$ cat config.mk
export PLATFORM = sky130hd
export DESIGN_NAME = circuito_exp3
export DESIGN_NICKNAME = d
export VERILOG_FILES = /design/src/rtl/circuito_exp3.sv
export SDC_FILE = /design/constraint.sdc
export NUM_CORES = 1
export LEC_CHECK = 0
export BUFFER_PORTS_ARGS = -buffer_cell sky130_fd_sc_hd__buf_2
export CORE_MARGIN = 2
export CORE_UTILIZATION = 25
export CTS_BUF_LIST = sky130_fd_sc_hd__clkbuf_8
export DETAILED_ROUTE_END_ITERATION = 8
export GPL_TIMING_DRIVEN = 0
export HOLD_SLACK_MARGIN = 0.05
export PLACE_DENSITY_LB_ADDON = 0.12
export SYNTH_ARGS = -nofsm -noshare
export SYNTH_HDL_FRONTEND = slang
export SYNTH_SLANG_ARGS = --single-unit
$ cat constraint.sdc
create_clock -name clock -period 2.1 [get_ports clock]
set_input_delay 0.105 -clock clock [delete_from_list [all_inputs] [get_ports clock]]
set_output_delay 0.105 -clock clock [all_outputs]
set_load 0.01 [all_outputs]
$ cat src/rtl/circuito_exp3.sv
// Sequence-checking game: FSM control unit plus counter/ROM/switch-register datapath.
// Define DB_7SEG_EN to drive the db_* nibble outputs as active-low 7-segment codes.
module circuito_exp3 (
  input  logic       clock,
  input  logic       reset,
  input  logic       iniciar,
  input  logic [3:0] chaves,
  output logic       pronto,
  output logic       acertou,
  output logic       errou,
  output logic       db_igual,
  output logic       db_iniciar,
  output logic [6:0] db_contagem,
  output logic [6:0] db_memoria,
  output logic [6:0] db_chaves,
  output logic [6:0] db_estado
);

  typedef enum logic [3:0] {
    INICIAL     = 4'h0,
    PREPARACAO  = 4'h1,
    REGISTRA    = 4'h4,
    COMPARACAO  = 4'h5,
    PROXIMO     = 4'h6,
    FIM_ACERTOU = 4'hA,
    FIM_ERROU   = 4'hE
  } estado_t;

  estado_t    r_estado;
  estado_t    w_proximo_estado;
  logic [3:0] r_contador;
  logic [3:0] r_chaves;
  logic [3:0] w_memoria;
  logic [3:0] w_estado_cod;
  logic       w_igual;

`ifdef DB_7SEG_EN
  function automatic logic [6:0] hex7seg(input logic [3:0] v);
    logic [6:0] seg;
    case (v)
      4'h0: seg = 7'b1000000;
      4'h1: seg = 7'b1111001;
      4'h2: seg = 7'b0100100;
      4'h3: seg = 7'b0110000;
      4'h4: seg = 7'b0011001;
      4'h5: seg = 7'b0010010;
      4'h6: seg = 7'b0000010;
      4'h7: seg = 7'b1111000;
      4'h8: seg = 7'b0000000;
      4'h9: seg = 7'b0010000;
      4'hA: seg = 7'b0001000;
      4'hB: seg = 7'b0000011;
      4'hC: seg = 7'b1000110;
      4'hD: seg = 7'b0100001;
      4'hE: seg = 7'b0000110;
      4'hF: seg = 7'b0001110;
      default: seg = 7'b1111111;
    endcase
    return seg;
  endfunction
`endif

  // Expected sequence, read asynchronously at the current round
  always_comb begin
    case (r_contador)
      4'h0: w_memoria = 4'h1;
      4'h1: w_memoria = 4'h2;
      4'h2: w_memoria = 4'h4;
      4'h3: w_memoria = 4'h8;
      4'h4: w_memoria = 4'h4;
      4'h5: w_memoria = 4'h2;
      4'h6: w_memoria = 4'h1;
      4'h7: w_memoria = 4'h1;
      4'h8: w_memoria = 4'h2;
      4'h9: w_memoria = 4'h2;
      4'hA: w_memoria = 4'h4;
      4'hB: w_memoria = 4'h4;
      4'hC: w_memoria = 4'h8;
      4'hD: w_memoria = 4'h8;
      4'hE: w_memoria = 4'h1;
      4'hF: w_memoria = 4'h4;
      default: w_memoria = 4'h0;
    endcase
  end

  assign w_igual = (r_chaves == w_memoria);

  always_ff @(posedge clock or posedge reset) begin
    if (reset) begin
      r_estado <= INICIAL;
    end else begin
      r_estado <= w_proximo_estado;
    end
  end

  // iniciar is only looked at while idle or finished, so holding it never restarts a game
  always_comb begin
    w_proximo_estado = INICIAL;
    case (r_estado)
      INICIAL:     w_proximo_estado = iniciar ? PREPARACAO : INICIAL;
      PREPARACAO:  w_proximo_estado = REGISTRA;
      REGISTRA:    w_proximo_estado = COMPARACAO;
      COMPARACAO: begin
        if (!w_igual) begin
          w_proximo_estado = FIM_ERROU;
        end else if (r_contador == 4'hF) begin
          w_proximo_estado = FIM_ACERTOU;
        end else begin
          w_proximo_estado = PROXIMO;
        end
      end
      PROXIMO:     w_proximo_estado = REGISTRA;
      FIM_ACERTOU: w_proximo_estado = iniciar ? PREPARACAO : FIM_ACERTOU;
      FIM_ERROU:   w_proximo_estado = iniciar ? PREPARACAO : FIM_ERROU;
      default:     w_proximo_estado = INICIAL;
    endcase
  end

  // Datapath updates happen on the edge that leaves the controlling state
  always_ff @(posedge clock or posedge reset) begin
    if (reset) begin
      r_contador <= 4'h0;
      r_chaves   <= 4'h0;
    end else begin
      case (r_estado)
        PREPARACAO: begin
          r_contador <= 4'h0;
          r_chaves   <= 4'h0;
        end
        REGISTRA: r_chaves   <= chaves;
        PROXIMO:  r_contador <= r_contador + 4'd1;
        default: begin
          r_contador <= r_contador;
          r_chaves   <= r_chaves;
        end
      endcase
    end
  end

  assign w_estado_cod = r_estado;
  assign acertou      = (r_estado == FIM_ACERTOU);
  assign errou        = (r_estado == FIM_ERROU);
  assign pronto       = acertou | errou;
  assign db_igual     = w_igual;
  assign db_iniciar   = iniciar;

`ifdef DB_7SEG_EN
  assign db_contagem = hex7seg(r_contador);
  assign db_memoria  = hex7seg(w_memoria);
  assign db_chaves   = hex7seg(r_chaves);
  assign db_estado   = hex7seg(w_estado_cod);
`else
  assign db_contagem = {3'b000, r_contador};
  assign db_memoria  = {3'b000, w_memoria};
  assign db_chaves   = {3'b000, r_chaves};
  assign db_estado   = {3'b000, w_estado_cod};
`endif

endmodule

Yosys cells after proc, flatten, opt, wreduce, memory -nomap -nowiden
Memory sizes are Yosys's and may differ from the RTL's.
Cells that the tools add are included.

operators by class
  add/subtract/negate cells = 1
  multipliers = 0
  divide/modulo/power cells = 0
  magnitude comparators = 0
  equality and inequality tests = 8
  shifts and indexed selects = 0
  muxes and demuxes = 8
  bitwise logic cells = 1
  reduce and logical (&&, ||, !) cells = 4

operator list
  cell                                                                   number
  4-bit case mux with 6 select lines                                     1
  4-bit two-way mux                                                      4
  4-bit case mux with 2 select lines                                     2
  4-bit by 3-bit equality test with 1-bit output, second input constant  3
  4-bit equality test, second input constant                             3
  4-bit by 1-bit adder with 4-bit output, second input constant          1
  4-bit by 1-bit equality test with 1-bit output, second input constant  1
  4-bit equality test                                                    1
  4-bit logical NOT                                                      1
  2-bit nonzero test                                                     2
  2-bit OR reduction                                                     1
  1-bit two-way mux                                                      1
  1-bit OR                                                               1

word-level totals
  register bits after elaboration = 12
  bits in latches = 0
  bits in writable memories = 0
  ROM bits = 64
  input bits = 7
  output and inout port bits = 33
  memories = 1

memory list
  name              depth  bits a word  read ports  clocked after memory_dff  wr ports  line  source
  (name not given)  16     4            1           0                         0         65    case (r_contador)

Logic depth before layout (Yosys ltp)
  depth after elaboration = 4
  mapped depth = 8

Least setup slack after synthesis
No wires, ideal clock.

  kind = register to register
  start point = register r_contador[1]
  end point = register r_estado[3]
  data arrival time = 1.708 ns
  path slack = 0.255 ns
  stages on the path, launching flop included = 9
  buffers on the path = 1
  period minus slack after synthesis = 1.845 ns
  cells stage by stage = dfrtp_1 buf_2 inv_1 ha_1 mux2i_1 xor2_1 nand3_1 a211oi_2 a21boi_1

on the way
  word-level cells in the longest chain between the ends = 4
  elaborated cells on any way between the ends = 6
  classes of those cells = 2 x eq/ne; 3 x mux; 1 x memory

RTL lines
  element                             line  source
  start, declared                     31    logic [3:0] r_contador;
  start signal, assigned              131   PROXIMO: r_contador <= r_contador + 4'd1;
  start signal, assigned              133   r_contador <= r_contador;
  memory 16 x 4 bit                   -
  4-bit equality test                 86    assign w_igual = (r_chaves == w_memoria);
  net db_igual                        11    output logic db_igual,
  4-bit two-way mux                   104   if (!w_igual) begin
  4-bit case mux with 6 select lines  99    case (r_estado)
  net w_proximo_estado[3]             30    estado_t w_proximo_estado;
  end signal, assigned                92    r_estado <= w_proximo_estado;
  end, declared                       29    estado_t r_estado;

The timed path passes the listed nets, and every way through them passes these cells.
A chain may end at the register's enable or synchronous reset.

Worst setup path after layout
  start point = register r_contador[1]
  end point = output port db_igual

on the way
  word-level cells in the longest chain between the ends = 2

RTL lines
  element              line
  memory 16 x 4 bit    -
  4-bit equality test  86
  end, declared        11

Every way passes these cells.

==> qor.csv <==
metric,value,unit
drt first-iter violations,27,
nets,197,
RSZ-0062 raised after global routing,yes,
Initial Utilization,0.258,
CP endpoint,db_igual,
#FFs+latches synth,12,
worst-path cell with the longest stage delay,dfrtp_1,
Worst Setup SP,r_contador[1],
final hold violations,0,
Final Core Density,0.372,
I/O pin total,40,
Max transition margin,0.666,
Least-Margin Pin Slew,500,ps
GRT overflow,0,
# DRC,0,
clock buffer depth,2,
Antenna Nets Post-Route,0,
aggregate global-route resource usage,0.132,
Max H-tree Level,1,
CTS tree,built,
Pwr per Cell Area,1330,mW/mm^2
CP Launch Type,flop,
PortBufs,27,
detailed placement HPWL,2110,microns
cell taking the most area after synthesis,dfrtp_1,
post-synthesis simple-gate area fraction,0.209,
critical path capture point type,output port,
Top delay family on crit path,flip-flops,
Clock Skew,0.616,ps
"Period Utilization, post-route",0.970,
Setup TNS,0,ps
layout filler cell count,427,
CP max stage delay,410,ps
Hold Crit Class,primary input to flop,
crit path DAT,1930,ps
CTS sink cnt,12,
worst skew pair latency,240,ps
Yosys cell types,36,
first-pass GRT wire length,4530,microns
WP buf/inv,2,
reg2reg setup slack,100,ps
reg2reg path depth,9,
clock period minus worst slack,2040,ps
largest net degree at the start of global routing,13,
max_cap viols,0,
die area,0.00466,sq mm
"top cells by area, synth","dfrtp_1, buf_4, a21oi_1, ha_1, nand2_1",
most frequent CP cell,ha_4,
LEAKAGE,0.000741,uW
critical path type,flop to output port,
sequential share of the synthesized area,0.291,
Max Slew Vio Count,0,
top cell type's share of synthesized area,0.291,
WL final,2780,microns
Final setup violation count,0,
Root Buffer,clkbuf_8,
share of cells above drive strength 1,0.391,
antenna cell count,0,
vias in the first global route,988,
Mapped Avg Cell Area,7.89,sq um
Synth Area in Adders,0.0605,
main combinational cell family by area after synthesis,simple AND/OR/NAND/NOR gates,
Synth Area in Compound Gates,0.177,
r2r startpoint,r_contador[1],
clk slew on worst S/H paths,60,ps
initial antenna violation count,0,
post-synthesis xor/xnor area fraction,0.0508,
Die Wd,68.3,microns
outcome,"finished, final reports clean",
Chip Height,68.3,microns
Mapped Cells,131,
post-synthesis mux area share,0.0496,
Worst Path Required,2000,ps
DRT Pass-1 Iters,4,
reg2reg end,r_estado[2],
wire per inst,11.9,microns
row cnt,23,
routability cong.,0.850,
vias per cell,4.44,
Crit path depth,8,
vias,1038,
CORE AREA,0.00400,sq mm
Ys Warns,0,
crit path cell chain,buf_6 > ha_4 > ha_4 > xor2_1 > nor3_1 > a21oi_1 > a211oi_2 > buf_2,
Mapped Area,0.00103,sq mm
fmax,491,MHz
Num CTS Buffers,3,
worst vdd ir,565,uV
Area Overhead vs Synth,43.9,%
CP max FO,3,
-- report_power, final --
part,switching (uW),internal [uW]
Sequential,121,324
Combinational,700,568
Clock,94.5,166
-- cells in the final DEF (no fill, tap or decap), types with 2 or more instances in the layout --
master	Yosys	routed
a211oi_1	3	3
a21oi_1	13	13
buf_2	2	28
buf_4	14	23
buf_6	1	3
clkbuf_1	2	2
clkbuf_8	0	4
conb_1	1	12
dfrtp_1	12	11
ha_4	0	3
inv_1	6	4
inv_2	2	3
mux2i_2	0	2
nand2_1	12	12
nand3_1	4	4
nor2_1	10	10
nor2b_1	6	6
nor3_1	4	4
o21ai_0	7	7
o21ai_1	2	2
xor2_1	5	5
-- sequential cells by signal (all words and copies together) (netlist names) --
name	flops
r_estado	4
r_contador	4
r_chaves	4
-- Yosys cell counts --
cell,number
nand3b_1,1
a211oi_2,1
dfrtp_1,12
conb_1,1
a21boi_1,1
buf_6,1
o21ai_1,2
a211oi_1,3
nor4_1,1
o22ai_1,1
or2_1,1
buf_4,14
nor2_1,10
inv_2,2
xor2_1,5
mux2_2,1
clkbuf_1,2
nand2_1,12
nor2b_1,6
nor3_1,4
buf_2,2
a32oi_1,1
mux2i_1,4
nand2b_1,1
o21a_1,1
inv_1,6
a21oi_1,13
o21ai_0,7
nand4_1,1
and2_1,1
and3_1,1
nand3_1,4
o31ai_1,1
nand4bb_1,1
ha_1,5
xnor2_1,1
-- worst register-to-register path, cell delays in order, from the launching register on --
cell and delay [ps]:
dfrtp_1 410, buf_6 140, ha_4 170, ha_4 160, xor2_1 150, nor3_1 180, a21oi_1 90, buf_4 140
nor4_1 320, o21ai_1 120
-- cell type report --
class / count / area [sq um] / area share
buffer: 19 / 140 / 0.0942
clock buffer: 4 / 55.1 / 0.0370
inverter: 8 / 33.8 / 0.0227
multi-input combinational: 103 / 671 / 0.451
sequential: 12 / 302 / 0.203
tap: 50 / 62.6 / 0.0421
timing repair buffer: 38 / 224 / 0.151
-- cell families (layout without fill, tap and decap cells) --
logic type                 Yosys count  in the layout
and+or+nand+nor                     44             44
buffers and inverters               27             69
other                                1             12
muxes                                5              5
adders and majority gates            5              5
xor gates and xnor gates             6              6
DFF                                 12             12
AOI/OAI and AO/OA                   31             31
-- how the worst min path moves through the flow --
stage | from | to | cells after the start
2_1_floorplan | reset | r_chaves[0] | 1
3_3_place_gp | reset | r_chaves[3] | 2
3_5_place_dp | reset | r_estado[3] | 2
4_1_cts | chaves[1] | r_chaves[1] | 3
5_1_grt | chaves[2] | r_chaves[2] | 3
6_report | chaves[3] | r_chaves[3] | 3
-- metrics by stage --
stage          worst slack (ps)  power (uW)  hold WS (ps)  std cells  instance area, sq um
2_1_floorplan               255        1200         -30.3        142                  1070
3_3_place_gp               43.8        1500           161        219                  1270
3_5_place_dp              -2.68        1530           173        219                  1270
4_1_cts                    5.16        1850           141        227                  1380
5_1_grt                   -26.6        2170           176        234                  1490
6_report                   62.1        1970           148        234                  1490
-- routing by layer --
layer / vias up / GRT usage / wire (microns) / share of wire
met3: 5 / 0.0280 / 157 / 0.057
met1: 475 / 0.176 / 1280 / 0.46
li1: 531 / - / - / -
met5: - / 0 / 0 / 0
met2: 27 / 0.204 / 1290 / 0.47
met4: 0 / 0.0600 / 48 / 0.017
-- timing repair --
| action | in CTS | in global routing |
|---|---|---|
| buffers inserted | 3 | 7 |
| setup endpoints to repair | 2 | 1 |
| endpoints found under the hold margin | 12 | 0 |
| pin swaps | 2 | 4 |
| gates resized for setup | 7 | 10 |
| gates cloned | 0 | 0 |
| hold buffers | 1 | 0 |
Note: power is estimated with default switching activity, not from simulation.
